`config.mk`:
```
export PLATFORM = sky130hd
export DESIGN_NAME = serial_phase_loader
export DESIGN_NICKNAME = d
export VERILOG_FILES = /design/src/rtl/serial_phase_loader.sv
export SDC_FILE = /design/constraint.sdc
export NUM_CORES = 1
export LEC_CHECK = 0
export ABC_AREA = 1
export BUFFER_PORTS_ARGS = -buffer_cell sky130_fd_sc_hd__buf_2
export CAP_MARGIN = 30
export CELL_PAD_IN_SITES_DETAIL_PLACEMENT = 1
export CELL_PAD_IN_SITES_GLOBAL_PLACEMENT = 1
export CORE_UTILIZATION = 37
export DETAILED_ROUTE_END_ITERATION = 6
export PLACE_DENSITY_LB_ADDON = 0.1
export SYNTH_ARGS = -nofsm -noshare
export SYNTH_HDL_FRONTEND = slang
export SYNTH_SLANG_ARGS = --single-unit
```
`constraint.sdc`:
```
create_clock -name clk -period 1.5 [get_ports clk]
set_input_delay 0.15 -clock clk [delete_from_list [all_inputs] [get_ports clk]]
set_output_delay 0.15 -clock clk [all_outputs]
set_load 0.1 [all_outputs]
```
`src/rtl/serial_phase_loader.sv`:
```
// Deserialises a host bit stream into one ROWS x COLS frame of PHASE_W-bit phase words.
// A frame is published on phi_out only when all NBITS bits have arrived; a restart mid-frame flags frame_err.
module serial_phase_loader #(
   parameter int ROWS    = 5,
   parameter int COLS    = 3,
   parameter int PHASE_W = 4,
   parameter int NBITS   = ROWS * COLS * PHASE_W
) (
   input  logic             clk,
   input  logic             rst_n,
   input  logic             start,
   input  logic             bit_in,
   input  logic             bit_valid,
   output logic [0:NBITS-1] phi_out,
   output logic             phi_valid,
   output logic             busy,
   output logic             frame_err
);

   localparam int CW = $clog2(NBITS);
   localparam logic [CW-1:0] LAST = CW'(NBITS - 1);

   typedef enum logic {
      IDLE = 1'b0,
      LOAD = 1'b1
   } state_t;

   state_t            state_q;
   logic [CW-1:0]     cnt_q;
   logic [0:NBITS-1]  shadow_q;
   logic [0:NBITS-1]  phi_out_q;
   logic              phi_valid_q;
   logic              busy_q;
   logic              frame_err_q;

   // Valid/ready contract: there is no back-pressure. bit_in is consumed on every
   // cycle bit_valid=1 while busy; phi_valid and frame_err are single-cycle strobes.
   always_ff @(posedge clk) begin
      if (!rst_n) begin
         state_q     <= IDLE;
         cnt_q       <= '0;
         shadow_q    <= '0;
         phi_out_q   <= '0;
         phi_valid_q <= 1'b0;
         busy_q      <= 1'b0;
         frame_err_q <= 1'b0;
      end else begin
         phi_valid_q <= 1'b0;
         frame_err_q <= 1'b0;
         case (state_q)
            IDLE: begin
               if (start) begin
                  state_q <= LOAD;
                  busy_q  <= 1'b1;
                  cnt_q   <= '0;
               end
            end
            LOAD: begin
               if (bit_valid && (cnt_q == LAST)) begin
                  // Completing bit: a simultaneous start opens the next frame without error.
                  phi_out_q   <= {shadow_q[0:NBITS-2], bit_in};
                  phi_valid_q <= 1'b1;
                  cnt_q       <= '0;
                  if (!start) begin
                     state_q <= IDLE;
                     busy_q  <= 1'b0;
                  end
               end else if (start) begin
                  frame_err_q <= 1'b1;
                  cnt_q       <= '0;
               end else if (bit_valid) begin
                  shadow_q[cnt_q] <= bit_in;
                  cnt_q           <= cnt_q + 1'b1;
               end
            end
            default: begin
               state_q <= IDLE;
               busy_q  <= 1'b0;
            end
         endcase
      end
   end

   assign phi_out   = phi_out_q;
   assign phi_valid = phi_valid_q;
   assign busy      = busy_q;
   assign frame_err = frame_err_q;

endmodule

```
==> results.txt <==
* Final design utilization: 57.8%
- The final reports fail on negative setup slack.
- # fillers: 1680
- Before CTS, the worst setup slack after placement is -0.379 ns.
- Post-layout net count: 903
- 0 antenna diodes ended up in the layout.
- The flow ran to the end, but the final reports show violations.
* Worst-path maximum fanout: 5
* Worst hold slack: 0.0566 ns
* Period minus WS final: 1.57 ns
- Share of power burned in registers: 42.7%
- In this run the worst setup path begins at cnt_q[0]$_SDFFE_PN0P_.
* Mapped Nets: 774
- Final setup fails: 23
- Of the synthesized area, sequential elements account for 47.5%.
* Power density normalized to cell area: 990 nW/µm²
- For the final database, setup skew stands at 0.00859 ns.
- Std-Cell Core Area: 14100 µm²
- The routed layout has 5860 vias.
- I/O pin count: 68
* Slew at the pin closest to its max-slew limit: 0.502 ns
- CTS tree: done
* Number of cells produced by synthesis: 768
- Synth Cell Area: 5440 µm²
- Kind of launch point of the worst setup path: flip-flop
* Largest net degree at the start of global routing: 55
- Input and output buffers added on the ports amount to 67.
- TritonCTS Sinks: 129
- Req. time, crit path: 1.86 ns
* Path type of the worst setup path: flip-flop to flip-flop
* Final wirelength: 21.1 mm
- Overflow left after global routing: 0
- IR analysis of the VDD net gives a maximum drop of 0.683 mV.
* Cell at the root of the clock tree: clkbuf_16
- Startpoint of the worst-slack reg-to-reg timing path: cnt_q[0]$_SDFFE_PN0P_
- CTS clock-pin slew for the worst setup and hold paths: 0.06 ns
* Number of H-tree branching levels: 4
* Placer's final routability congestion estimate: 0.858
* Width of the die: 123 µm
* Number of register bits inferred by synthesis: 129
- Final clock period utilization by the worst path: 105%
* Synthesis-to-finish area growth: 49.7%
* Number of buffers created by CTS: 17
* Switching power total: 0.00187 W
* Number of endpoints with negative hold slack in the final report: 0
- Number of remaining DRC errors: 0
- The placed instances occupy a cell area of 6210 µm².
- After routing the design area is 8140 µm².
- Total power: 0.00806 W
- Initial standard-cell utilization of the core: 38.6%
- Worst path setup slack after routing: -0.0687 ns
* Combinational power share: 5.7%
- For this run, asynchronously set or reset flops after synthesis account for 0%.
- Derived from the worst setup path, the maximum achievable clock frequency is 637 MHz.
- Prevailing post-synth register cell: dfxtp_1
- Global routing used 26.9% of the available tracks.
* Distinct cells, synth: 24
- The floorplan step defined a die boundary enclosing 15200 µm².
- The share of total power dissipated in the clock network is 51.6%.
- Clock Path Buffers: 2
* RSZ-0062 raised after global routing: true
* Switching share of power: 23.2%
- Via count of the first global-routing pass: 5765
- A synthesized cell averages 7.09 µm².
- In the final routed layout, each cell accounts on average for 19.4 µm.
- Number of violations of the max-capacitance limit: 0
- Vias per cell: 5.38
* Relative slew slack: 66.8%
- For the worst-skew pair, the clock arrives at the later sink with an insertion delay of 0.42 ns.
- Synth warnings: 0
* Iteration-0 DRC Markers: 292
- Most common cell after layout, fill and taps aside: nor2_1
- Initial antenna violation count: 0
- Commonest cells after routing, fill and taps aside: 160 x nor2_1, 126 x dfxtp_1, 94 x nand2_1
- For this design the static power due to leakage is 3.25 nW.
* Worst Hold Class: input port to flip-flop
- The initialized floorplan defines 43 standard-cell rows.
- Post-route antenna net violation count: 0
- Placed wire-length estimate: 11.3 mm
- Cells with a size suffix above 1 make up 37.7% of the layout.
- First-pass GRT wire length: 30.5 mm
- Die Span Y: 123 µm
- The worst setup path is captured at a flip-flop.
* Total internal power: 0.00620 W
- Initial DRT Pass Iterations: 5
- Worst EP arrival: 1.93 ns
* Start point of the worst min-delay path: start
- Count of pins over their slew limit: 0
* Count of flip-flops with a built-in enable after synthesis: 0
==> metal layers <==
layer | up-vias | routed length, µm | GRT usage, %
li1 | 2755 | - | -
met1 | 2857 | 9020 | 32.8
met2 | 196 | 10500 | 45.4
met3 | 52 | 1070 | 5.54
met4 | 0 | 558 | 11.8
met5 | - | 0 | 0
==> repair_timing <==
| item | CTS | global route |
|---|---|---|
| gates resized for setup | 101 | 159 |
| setup endpoints to repair | 119 | 125 |
| setup buffers | 15 | 18 |
| hold buffers | 0 | 0 |
| endpoints found under the hold margin | 0 | 0 |
| cloned | 10 | 7 |
| pin swaps | 43 | 53 |
==> worst paths after layout <==
path	end	slack (ns)	cells past startpoint
worst max-delay path	phi_out[25]$_SDFFE_PN0P_	-0.07	11
worst min-delay path	cnt_q[3]$_SDFFE_PN0P_	0.06	3
worst max register to register	phi_out[25]$_SDFFE_PN0P_	-0.07	11
worst min register to register	shadow_q[5]$_SDFFE_PN0P_	0.47	2
==> layout make-up <==
class / instances / area [µm²] / share of cell area [%]
clock buffers: 23 / 488 / 5.99
clock inverters: 9 / 105 / 1.29
inverters: 30 / 136 / 1.67
multi-input cells: 562 / 3110 / 38.1
flip-flops and latches: 129 / 2590 / 31.8
well taps: 180 / 225 / 2.77
repair buffers: 157 / 1500 / 18.4
==> power by group through the flow <==
stage / clock network (W) / logic, W / registers, W
floorplan: 0 / 0.000197 / 0.00354
global placement: 0 / 0.000338 / 0.00352
detailed placement: 0 / 0.000344 / 0.00352
CTS: 0.00420 / 0.000361 / 0.00344
global route: 0.00438 / 0.000488 / 0.00344
finish: 0.00416 / 0.000460 / 0.00344
==> cells in the mapped netlist (2+ instances only) <==
| library cell | instances | area, µm² |
|---|---|---|
| nor2_1 | 236 | 886 |
| nor3_1 | 4 | 20.0 |
| nand3_1 | 85 | 425 |
| buf_6 | 6 | 67.6 |
| clkbuf_1 | 22 | 82.6 |
| nand2_1 | 99 | 372 |
| buf_2 | 7 | 35.0 |
| inv_2 | 4 | 15.0 |
| nand4_1 | 4 | 25.0 |
| inv_1 | 25 | 93.8 |
| dfxtp_1 | 129 | 2580 |
| a21oi_1 | 44 | 220 |
| buf_4 | 10 | 75.1 |
| buf_1 | 5 | 18.8 |
| o21ai_0 | 65 | 325 |
| nand3_2 | 2 | 20.0 |
| nand3b_1 | 14 | 105 |
==> flip-flops by register name (all words and copies together) (netlist names) <==
signal,flops
phi_out,60
shadow_q,59
cnt_q,6
busy,1
frame_err,1
phi_valid,1
state_q,1
==> through the flow <==
step	TNS, ns	std cells
2_1_floorplan	0	768
5_1_grt	-5.73	1090
6_report	-0.489	1090
3_5_place_dp	-21.80	1016
3_3_place_gp	-14.34	1016
4_1_cts	-22.51	1073
==> cell families (layout without fill, tap and decap cells) <==
logic type      after synthesis  in the layout  share of synthesized area, %
simple gates                448            451                          35.0
flops                       129            129                          47.5
compound gates              110            110                          10.1
buf+inv                      80            219                          7.22
fa+ha+maj                     1              1                         0.230
==> worst max-delay path, stage by stage (launching register included) <==
cell	delay [ns]
dfxtp_2	0.36
ha_4	0.16
nand3_4	0.07
nor2_4	0.11
buf_6	0.13
nand2_8	0.07
inv_8	0.08
buf_12	0.13
buf_12	0.12
buf_12	0.14
nor2_4	0.04
nor2_1	0.10
(Power assumes the default switching activity.)
